===== src/rtl/ntsc_timing_sequencer_if.sv =====
// NTSC timing sequencer control/timing bundle.
// Master is the sequencer; slave is the consumer (encoder, pixel source).
interface ntsc_timing_sequencer_if;
    logic        enable;
    logic        color_en;
    logic [1:0]  level_sel;
    logic        pix_req;
    logic [10:0] hcount;
    logic [8:0]  vcount;
    logic        line_start;
    logic        field_start;
    logic [2:0]  sc_phase;
    logic        running;

    modport master (
        input  enable,
        input  color_en,
        output level_sel,
        output pix_req,
        output hcount,
        output vcount,
        output line_start,
        output field_start,
        output sc_phase,
        output running
    );

    modport slave (
        output enable,
        output color_en,
        input  level_sel,
        input  pix_req,
        input  hcount,
        input  vcount,
        input  line_start,
        input  field_start,
        input  sc_phase,
        input  running
    );
endinterface


===== src/rtl/ntsc_timing_sequencer.sv =====
// NTSC line/field timing sequencer at 8x subcarrier.
// Owns h/v counters and selects the DAC level; starts/stops on field edges.
module ntsc_timing_sequencer #(
    parameter int H_TOTAL      = 1820,
    parameter int H_SYNC       = 134,
    parameter int BURST_START  = 152,
    parameter int BURST_LEN    = 72,
    parameter int H_ACT_START  = 300,
    parameter int H_ACT_LEN    = 1480,
    parameter int V_TOTAL      = 262,
    parameter int V_BLANK      = 20,
    parameter int V_SYNC_START = 3,
    parameter int V_SYNC_LEN   = 3
) (
    input  logic                   clk,
    input  logic                   rst,
    ntsc_timing_sequencer_if.master bus
);

    typedef enum logic [1:0] {
        S_IDLE     = 2'd0,
        S_RUN      = 2'd1,
        S_STOPPING = 2'd2
    } state_t;

    localparam logic [1:0] LVL_SYNC   = 2'b00;
    localparam logic [1:0] LVL_BLANK  = 2'b01;
    localparam logic [1:0] LVL_BURST  = 2'b10;
    localparam logic [1:0] LVL_ACTIVE = 2'b11;

    localparam logic [10:0] H_LAST   = 11'(H_TOTAL - 1);
    localparam logic [10:0] H_SYNC_W = 11'(H_SYNC);
    localparam logic [10:0] H_VS_END = 11'(H_TOTAL - H_SYNC);
    localparam logic [10:0] BURST_LO = 11'(BURST_START);
    localparam logic [10:0] BURST_HI = 11'(BURST_START + BURST_LEN);
    localparam logic [10:0] ACT_LO   = 11'(H_ACT_START);
    localparam logic [10:0] ACT_HI   = 11'(H_ACT_START + H_ACT_LEN);
    localparam logic [10:0] PIX_LO   = 11'(H_ACT_START - 1);
    localparam logic [10:0] PIX_HI   = 11'(H_ACT_START + H_ACT_LEN - 1);
    localparam logic [8:0]  V_LAST   = 9'(V_TOTAL - 1);
    localparam logic [8:0]  V_VIS    = 9'(V_BLANK);
    localparam logic [8:0]  VS_LO    = 9'(V_SYNC_START);
    localparam logic [8:0]  VS_HI    = 9'(V_SYNC_START + V_SYNC_LEN);

    state_t      state_q, state_d;
    logic [10:0] hcount_q, hcount_d;
    logic [8:0]  vcount_q, vcount_d;
    logic [1:0]  level_q, level_d;
    logic        pix_req_q, pix_req_d;
    logic        line_start_q, line_start_d;
    logic        field_start_q, field_start_d;
    logic [2:0]  sc_phase_q, sc_phase_d;
    logic        running_q, running_d;
    logic        color_lat_q, color_lat_d;

    logic field_end;
    logic vsync_line;
    logic visible;
    logic in_burst;
    logic in_act;
    logic in_pix;

    assign field_end = (hcount_q == H_LAST) && (vcount_q == V_LAST);

    // State register and all registered outputs
    always_ff @(posedge clk) begin
        if (rst) begin
            state_q       <= S_IDLE;
            hcount_q      <= '0;
            vcount_q      <= '0;
            level_q       <= LVL_BLANK;
            pix_req_q     <= 1'b0;
            line_start_q  <= 1'b0;
            field_start_q <= 1'b0;
            sc_phase_q    <= '0;
            running_q     <= 1'b0;
            color_lat_q   <= 1'b0;
        end else begin
            state_q       <= state_d;
            hcount_q      <= hcount_d;
            vcount_q      <= vcount_d;
            level_q       <= level_d;
            pix_req_q     <= pix_req_d;
            line_start_q  <= line_start_d;
            field_start_q <= field_start_d;
            sc_phase_q    <= sc_phase_d;
            running_q     <= running_d;
            color_lat_q   <= color_lat_d;
        end
    end

    // Next state: start on enable, drain to the field end once it drops
    always_comb begin
        state_d = state_q;
        unique case (state_q)
            S_IDLE: begin
                if (bus.enable) state_d = S_RUN;
            end
            S_RUN: begin
                if (!bus.enable) state_d = S_STOPPING;
            end
            S_STOPPING: begin
                if (bus.enable) state_d = S_RUN;
                else if (field_end) state_d = S_IDLE;
            end
            default: state_d = S_IDLE;
        endcase
    end

    // Counters advance while running; IDLE and field exit park them at 0
    always_comb begin
        hcount_d = '0;
        vcount_d = '0;
        if (state_q != S_IDLE && state_d != S_IDLE) begin
            if (hcount_q == H_LAST) begin
                hcount_d = '0;
                vcount_d = (vcount_q == V_LAST) ? '0 : vcount_q + 9'd1;
            end else begin
                hcount_d = hcount_q + 11'd1;
                vcount_d = vcount_q;
            end
        end
    end

    // Output decode from next-cycle counters so flops match hcount/vcount
    always_comb begin
        vsync_line    = (vcount_d >= VS_LO) && (vcount_d < VS_HI);
        visible       = (vcount_d >= V_VIS);
        in_burst      = (hcount_d >= BURST_LO) && (hcount_d < BURST_HI);
        in_act        = (hcount_d >= ACT_LO) && (hcount_d < ACT_HI);
        in_pix        = (hcount_d >= PIX_LO) && (hcount_d < PIX_HI);
        level_d       = LVL_BLANK;
        pix_req_d     = 1'b0;
        line_start_d  = 1'b0;
        field_start_d = 1'b0;
        running_d     = (state_d != S_IDLE);
        sc_phase_d    = sc_phase_q + 3'd1;
        color_lat_d   = field_start_q ? bus.color_en : color_lat_q;
        if (state_d != S_IDLE) begin
            line_start_d  = (hcount_d == '0);
            field_start_d = (hcount_d == '0) && (vcount_d == '0);
            if (vsync_line) begin
                level_d = (hcount_d < H_VS_END) ? LVL_SYNC : LVL_BLANK;
            end else begin
                pix_req_d = visible && in_pix;
                if (hcount_d < H_SYNC_W) level_d = LVL_SYNC;
                else if (in_burst && color_lat_q) level_d = LVL_BURST;
                else if (in_act && visible) level_d = LVL_ACTIVE;
                else level_d = LVL_BLANK;
            end
        end
    end

    assign bus.level_sel   = level_q;
    assign bus.pix_req     = pix_req_q;
    assign bus.hcount      = hcount_q;
    assign bus.vcount      = vcount_q;
    assign bus.line_start  = line_start_q;
    assign bus.field_start = field_start_q;
    assign bus.sc_phase    = sc_phase_q;
    assign bus.running     = running_q;

endmodule


===== src/flat_wrapper.sv =====
// flat-port wrapper written by rule: the top's interface ports become plain ports
module ntsc_timing_sequencer_flat 
#(
    parameter int H_TOTAL      = 1820,
    parameter int H_SYNC       = 134,
    parameter int BURST_START  = 152,
    parameter int BURST_LEN    = 72,
    parameter int H_ACT_START  = 300,
    parameter int H_ACT_LEN    = 1480,
    parameter int V_TOTAL      = 262,
    parameter int V_BLANK      = 20,
    parameter int V_SYNC_START = 3,
    parameter int V_SYNC_LEN   = 3
)
  (clk, rst, bus_enable, bus_color_en, bus_level_sel, bus_pix_req, bus_hcount, bus_vcount, bus_line_start, bus_field_start, bus_sc_phase, bus_running);
  ntsc_timing_sequencer_if bus_i ();
  input  logic clk;
  input  logic rst;
  input wire logic [$bits(bus_i.enable)-1:0] bus_enable;
  input wire logic [$bits(bus_i.color_en)-1:0] bus_color_en;
  output wire logic [$bits(bus_i.level_sel)-1:0] bus_level_sel;
  output wire logic [$bits(bus_i.pix_req)-1:0] bus_pix_req;
  output wire logic [$bits(bus_i.hcount)-1:0] bus_hcount;
  output wire logic [$bits(bus_i.vcount)-1:0] bus_vcount;
  output wire logic [$bits(bus_i.line_start)-1:0] bus_line_start;
  output wire logic [$bits(bus_i.field_start)-1:0] bus_field_start;
  output wire logic [$bits(bus_i.sc_phase)-1:0] bus_sc_phase;
  output wire logic [$bits(bus_i.running)-1:0] bus_running;
  assign bus_i.enable = bus_enable;
  assign bus_i.color_en = bus_color_en;
  assign bus_level_sel = bus_i.level_sel;
  assign bus_pix_req = bus_i.pix_req;
  assign bus_hcount = bus_i.hcount;
  assign bus_vcount = bus_i.vcount;
  assign bus_line_start = bus_i.line_start;
  assign bus_field_start = bus_i.field_start;
  assign bus_sc_phase = bus_i.sc_phase;
  assign bus_running = bus_i.running;
  ntsc_timing_sequencer #(.H_TOTAL(H_TOTAL), .H_SYNC(H_SYNC), .BURST_START(BURST_START), .BURST_LEN(BURST_LEN), .H_ACT_START(H_ACT_START), .H_ACT_LEN(H_ACT_LEN), .V_TOTAL(V_TOTAL), .V_BLANK(V_BLANK), .V_SYNC_START(V_SYNC_START), .V_SYNC_LEN(V_SYNC_LEN)) u_core (.clk(clk), .rst(rst), .bus(bus_i));
endmodule

===== config.mk =====
export PLATFORM = sky130hd
export DESIGN_NAME = ntsc_timing_sequencer_flat
export DESIGN_NICKNAME = d
export VERILOG_FILES = /design/src/rtl/ntsc_timing_sequencer_if.sv /design/src/rtl/ntsc_timing_sequencer.sv /design/src/flat_wrapper.sv
export SDC_FILE = /design/constraint.sdc
export NUM_CORES = 1
export LEC_CHECK = 0
export CAP_MARGIN = 20
export CORE_ASPECT_RATIO = 0.75
export CORE_UTILIZATION = 25
export DETAILED_ROUTE_END_ITERATION = 10
export DONT_BUFFER_PORTS = 1
export GPL_TIMING_DRIVEN = 0
export PLACE_DENSITY = 0.45
export SETUP_SLACK_MARGIN = 0.4
export SLEW_MARGIN = 20
export SYNTH_ARGS = -nofsm -noshare
export SYNTH_HDL_FRONTEND = slang
export SYNTH_SLANG_ARGS = --single-unit

===== constraint.sdc =====
create_clock -name clk -period 2.6 [get_ports clk]
set_clock_uncertainty 0.1 [all_clocks]
set_input_delay 0.78 -clock clk [delete_from_list [all_inputs] [get_ports clk]]
set_output_delay 0.78 -clock clk [all_outputs]
set_load 0.005 [all_outputs]

After elaboration in Yosys (flattened, before gate mapping)
Index checks and enable logic that the tools add are counted.
{"block": "classes", "n_addsub": 3, "multipliers": 0, "n_div": 0, "order_cmp": 11, "eq_ne": 4, "shifts": 0, "n_mux": 15, "bitwise": 1, "n_reduce_logical": 17}
{"cell": "$lt 11x11->1 const B", "n": 3}
{"cell": "$mux 9", "n": 3}
{"cell": "$ge 11x9->1 const B", "n": 2}
{"cell": "$lt 11x8->1 const B", "n": 2}
{"cell": "$mux 11", "n": 2}
{"cell": "$mux 2", "n": 8}
{"cell": "$add 11x1->11 const B", "n": 1}
{"cell": "$eq 11x11->1 const B", "n": 1}
{"cell": "$ge 11x8->1 const B", "n": 1}
{"cell": "$logic_not 11->1", "n": 1}
{"cell": "$logic_and 1x1->1", "n": 10}
{"cell": "$add 9x1->9 const B", "n": 1}
{"cell": "$eq 9x9->1 const B", "n": 1}
{"cell": "$ge 9x2->1 const B", "n": 1}
{"cell": "$ge 9x5->1 const B", "n": 1}
{"cell": "$logic_not 9->1", "n": 1}
{"cell": "$lt 9x3->1 const B", "n": 1}
{"cell": "$pmux 2 s3", "n": 1}
{"cell": "$reduce_bool 2->1", "n": 2}
{"cell": "$add 3x1->3 const B", "n": 1}
{"cell": "$reduce_or 3->1", "n": 1}
{"cell": "$eq 2x1->1 const B", "n": 1}
{"cell": "$eq 2x2->1 const B", "n": 1}
{"cell": "$logic_not 2->1", "n": 1}
{"cell": "other kinds (3)", "n": 3}
{"block": "word_totals", "register_bits": 32, "latchBits": 0, "ramBits": 0, "mem_bits_ro": 0, "inputBits": 4, "out_inout_bits": 29, "elab_cells": 61, "memories": 0}

Depth between registers and ports, before layout
{"block": "logic_depth", "word_depth": 15, "ltp_mapped": 10, "mapped_depth_nobuf": 8}

Least setup slack after synthesis
No wires, ideal clock.
{"block": "synth_path", "path_type": "flip-flop to flip-flop", "startpoint": "register u_core.hcount_q[0] (netlist: u_core.bus.hcount[0])", "endpoint": "register u_core.level_q[0] (netlist: u_core.bus.level_sel[0])", "setup_time_ns": 0.120, "t_arrival_ns": 2.412, "required_ns": 2.380, "path_slack_ns": -0.031, "stages_incl_launch_ff": 9, "n_path_buf": 1, "synth_period_minus_slack_ns": 2.631, "path_cell_list": "dfxtp_1 > ha_1 > buf_4 > nand3_4 > nor3_4 > xor2_2 > or3_1 > or4_1 > a211o_1"}
{"block": "synth_between", "elab_chain_len": 14, "elab_cells_between_ends": 27, "classes_between": "add/sub (1); order compare (6); eq/ne (1); mux (11); bitwise (1); reduce/logical (7)"}
{"item": "start: declaration", "line": "ntsc_timing_sequencer.sv:46", "source": "logic [10:0] hcount_q, hcount_d;"}
{"item": "start signal: assignment", "line": "ntsc_timing_sequencer.sv:80", "source": "hcount_q <= hcount_d;"}
{"item": "$eq 11x11->1", "line": "ntsc_timing_sequencer.sv:63, ntsc_timing_sequencer.sv:115"}
{"item": "$logic_and 1x1->1", "line": "ntsc_timing_sequencer.sv:63", "source": "assign field_end = (hcount_q == H_LAST) && (vcount_q == V_LAST);"}
{"item": "$mux 2", "line": "ntsc_timing_sequencer.sv:104", "source": "else if (field_end) state_d = S_IDLE;"}
{"item": "$mux 2", "line": "ntsc_timing_sequencer.sv:103", "source": "if (bus.enable) state_d = S_RUN;"}
{"item": "$pmux 2 s3", "line": "ntsc_timing_sequencer.sv:95", "source": "unique case (state_q)"}
{"item": "$reduce_bool 2->1", "line": "ntsc_timing_sequencer.sv:114, ntsc_timing_sequencer.sv:139"}
{"item": "$logic_and 1x1->1", "line": "ntsc_timing_sequencer.sv:114", "source": "if (state_q != S_IDLE && state_d != S_IDLE) begin"}
{"item": "$mux 11", "line": "ntsc_timing_sequencer.sv:114"}
{"item": "$ge 11x8->1 / $lt 11x8->1 (equally long branches)", "line": "ntsc_timing_sequencer.sv:129", "source": "in_burst = (hcount_d >= BURST_LO) && (hcount_d < BURST_HI);"}
{"item": "$logic_and 1x1->1", "line": "ntsc_timing_sequencer.sv:129"}
{"item": "$logic_and 1x1->1", "line": "ntsc_timing_sequencer.sv:147", "source": "else if (in_burst && color_lat_q) level_d = LVL_BURST;"}
{"item": "$mux 2", "line": "ntsc_timing_sequencer.sv:147"}
{"item": "$mux 2", "line": "ntsc_timing_sequencer.sv:146", "source": "if (hcount_d < H_SYNC_W) level_d = LVL_SYNC;"}
{"item": "$mux 2", "line": "ntsc_timing_sequencer.sv:142", "source": "if (vsync_line) begin"}
{"item": "end signal: assignment", "line": "ntsc_timing_sequencer.sv:82", "source": "level_q <= level_d;"}
{"item": "end: declaration", "line": "ntsc_timing_sequencer.sv:48", "source": "logic [1:0] level_q, level_d;"}
Parallel ways exist; a longest one is shown, timed or not.
A chain may end at the register's enable or synchronous reset.

Worst setup path in the final report
Same ends and word-level chain as after synthesis.

==> summary.txt <==
Power and ir drop
  • Flop pwr share: between 40% and 50%
  • Worst vdd ir: 230.9 uV
  • Switching Fraction: a little under a quarter
  • Psw: between 0.2 and 0.3 mW
  • Total Power: between 1 and 1.5 mW
  • PwrDens: a little over 400 nW/um^2
  • Logic gate share of total power: 4.7%
  • P_int: between 0.9 and 1 mW
  • Clk network pwr share: approximately half
  • P_leak: between 1 and 1.5 nW

Worst setup path
  • Max stage delay on crit path: 0.49 ns
  • Worst-path maximum fanout: 7
  • Crit-path cells: ha_4 -> buf_6 -> nand3_4 -> nor3_4 -> xor2_4 -> or3_4 -> or4_4 -> a211o_1
  • Data required time at the worst endpoint: 2.67 ns
  • CP max-delay cell: or4_4
  • FF-to-FF setup slack: between 0.03 and 0.04 ns
  • Worst setup EP type: register
  • Crit path to: u_core.bus.level_sel[0]$_SDFF_PP1_
  • Origin of the critical flop-to-flop path: u_core.bus.hcount[0]$_SDFF_PP0_
  • Critical setup path kind: reg2reg
  • Reg2Reg Depth: 8
  • RR Endpoint: u_core.bus.level_sel[0]$_SDFF_PP1_
  • Critical path launch point type: register
  • Setup crit start: u_core.bus.hcount[0]$_SDFF_PP0_
  • Worst EP arrival: 2.64 ns

STA
  • Tmin final: approximately 2.6 ns
  • Worst slew pin tran: 0.5875 ns
  • RSZ-0062 raised after global routing: true
  • Max_slew headroom: 60.55%
  • # setup viols final: 0
  • Period utilization: a little over nine tenths
  • Worst Hold Slack: around 0.37 ns
  • Setup TNS: 0 ns
  • Final Hold Vio Count: 0
  • F_max: 0.3897 GHz
  • Max-slew violations: 0

Cells and area
  • Area growth syn-to-layout: 30.73%
  • Layout Nets: 290
  • N_diodes: 0
  • Layout cells sized above 1: between 30% and 40%
  • Fill cell count: between 800 and 900

Routing
  • Top layer used by detailed routing: met4
  • WL met2: around 2500 um
  • DRC viols: 0
  • Vias/cell: around 5
  • Initial DRC count: 92
  • Metal-1 WL: around 3300 um
  • WL per Instance: around 16 um
  • First-pass DRT Iterations: 4
  • Final wirelength: 6323 um
  • Detail Route Antenna Nets: 0
  • WL met3: 399 um
  • Via count: a little under 2000

CTS
  • H-Tree Depth: 2
  • CTS tree: built
  • Clk root buf: clkbuf_16
  • Num CTS Buffers: 5
  • Post-CTS Hold Buffers: 0
  • Clk sinks: 32
  • Clock buffer depth: 2
  • Worst-path clk slew: roughly 0.06 ns
  • Worst-Skew Late Latency: just under 0.3 ns

Global route
  • GRT Overall Usage: 14.27%
  • Pin count of the biggest net entering global routing: 11
  • Grt ovf: 0
  • Initial antenna violation count: 0
  • First-pass GRT wire length: slightly below 10000 um
  • Vias in the first global route: 1772

Floorplan
  • Die X: between 100 and 150 um
  • Die area: about 9100 sq um
  • Core region area: between 8000 and 9000 sq um
  • # rows: 29
  • Top Ports: 33
  • Die height: around 83 um
  • Initial core utilization: roughly a quarter

Synthesis
  • Synth area leaders: dfxtp_1 29%, nor2_1 6.5%, xnor2_1 6.4%
  • Mapped Nets: 264
  • Synth top cells by count: 38 x nor2_1, 32 x dfxtp_1, 16 x xnor2_1, 15 x nand2_1
  • Ys flop type: dfxtp_1
  • Mapped Cells: roughly 260
  • Flops & latches, synth: 32
  • Post-synthesis sequential area ratio: between 20% and 30%
  • Synth area leader: dfxtp_1
  • Synth Warn #: 0
  • Most frequent cell after synthesis: nor2_1
  • Synth top area share: roughly 30%
  • Post-synth ARST share: 0%
  • Distinct cells, synth: 63
  • Cell Area, Synth: roughly 2200 sq um
  • Post-synth EDFFs: 0
  • Mean Syn Cell Area: roughly 8.6 sq um

Place
  • Port-buffer cells: 0
  • Dpl hpwl: 4364 um
  • Gp weighted congestion: a little under 0.8

Min path
  • Hold crit path type: reg2reg

Flow run
  • Max-Cap Viols: 0

Outcome
  • Status: complete, no violations
## sequential cells by signal (all words and copies together), names as in the netlist
signal	flops
u_core.bus.field_start	1
u_core.bus.hcount	11
u_core.bus.level_sel	2
u_core.bus.line_start	1
u_core.bus.pix_req	1
u_core.bus.running	1
u_core.bus.sc_phase	3
u_core.bus.vcount	9
u_core.color_lat_q	1
u_core.state_q	2
## repair_timing
item	4_1_cts	5_1_grt
pin swaps	2	12
buffers inserted	8	11
gates resized for setup	13	36
setup endpoints to repair	23	15
endpoints found under the hold margin	0	0
## worst min path at each step
stage / from / to / slack, ns / cells past startpoint
3_3_place_gp: u_core.bus.sc_phase[0]$_SDFF_PP0_ / u_core.bus.sc_phase[0]$_SDFF_PP0_ / 0.35 / 1
5_1_grt: u_core.bus.sc_phase[0]$_SDFF_PP0_ / u_core.bus.sc_phase[0]$_SDFF_PP0_ / 0.38 / 1
3_5_place_dp: u_core.bus.sc_phase[0]$_SDFF_PP0_ / u_core.bus.sc_phase[0]$_SDFF_PP0_ / 0.35 / 1
2_1_floorplan: u_core.bus.sc_phase[0]$_SDFF_PP0_ / u_core.bus.sc_phase[0]$_SDFF_PP0_ / 0.33 / 1
6_report: u_core.bus.sc_phase[0]$_SDFF_PP0_ / u_core.bus.sc_phase[0]$_SDFF_PP0_ / 0.37 / 1
4_1_cts: u_core.bus.sc_phase[0]$_SDFF_PP0_ / u_core.bus.sc_phase[0]$_SDFF_PP0_ / 0.36 / 1
## placed cells by master (no fill, tap or decap), drive strengths merged, types with 3 or more instances in the layout
| cell | Yosys | layout |
|---|---|---|
| and3 | 6 | 6 |
| nand2b | 3 | 3 |
| xor2 | 9 | 9 |
| xnor2 | 16 | 16 |
| a21oi | 4 | 4 |
| inv | 7 | 7 |
| nor3 | 12 | 12 |
| a211oi | 7 | 7 |
| nor2 | 38 | 38 |
| mux2i | 4 | 4 |
| clkbuf | 8 | 13 |
| nand4 | 10 | 10 |
| ha | 4 | 4 |
| dfxtp | 32 | 32 |
| o21ai | 8 | 8 |
| a211o | 3 | 3 |
| nor4 | 4 | 4 |
| buf | 9 | 29 |
| nand2 | 15 | 15 |
| nand3 | 9 | 9 |
| or4 | 4 | 4 |
| and2 | 6 | 6 |
## routing by layer
| metal | GRT usage (%) | vias to the layer above |
|---|---|---|
| li1 | - | 979 |
| met1 | 22.02 | 938 |
| met2 | 18.01 | 35 |
| met3 | 4.867 | 7 |
| met4 | 4.306 | 0 |
| met5 | 0 | - |
## power by group through the flow
| stage | clock network (mW) | registers [mW] | logic (mW) |
|---|---|---|---|
| after floorplan | 0 | 0.523 | 0.0375 |
| after global placement | 0 | 0.526 | 0.0486 |
| after detailed placement | 0 | 0.527 | 0.0494 |
| after CTS | 0.627 | 0.516 | 0.0524 |
| after global routing | 0.643 | 0.516 | 0.0618 |
| final | 0.599 | 0.514 | 0.0552 |
## through the flow
step                cell area [sq um]  setup slack, ns  cells  utilization [%]
global route                     2864         -0.07378    391            33.73
finish                           2864          0.03374    391            33.73
global placement                 2361          -0.1195    364            27.81
detailed placement               2361          -0.1423    364            27.81
floorplan                        2226           0.1259    256                -
CTS                              2628          0.03776    380            30.95
## critical path: cells and delay by family (launching register included)
| family | cells | cell delay (ns) |
|---|---|---|
| adders and majority gates | 1 | 0.14 |
| and+or+nand+nor | 4 | 1.25 |
| xor gates and xnor gates | 1 | 0.15 |
| buffers and inverters | 1 | 0.11 |
| AOI/OAI and AO/OA | 1 | 0.27 |
| DFF | 1 | 0.41 |
## layout make-up
class	instances	area (sq um)	area share, %
clock buffer	6	138.9	4.849
clock inverter	2	10.01	0.3495
timing repair buffer	19	151.4	5.286
tap	108	135.1	4.718
sequential	32	654.4	22.85
buffer	17	123.9	4.325
multi-input combinational	200	1624	56.71
inverter	7	26.28	0.9174
## logic make-up (layout without fill, tap and decap cells)
kind of cell,Yosys count,count (layout),share of synthesized area (%)
DFF,32,32,29.24
xor gates and xnor gates,25,25,10.34
and+or+nand+nor,122,122,34.72
buffers and inverters,24,51,5.825
AOI/OAI and AO/OA,43,43,14.74
adders and majority gates,4,4,2.285
muxes,6,6,2.856
No activity file was read; power rests on OpenSTA's default activity.
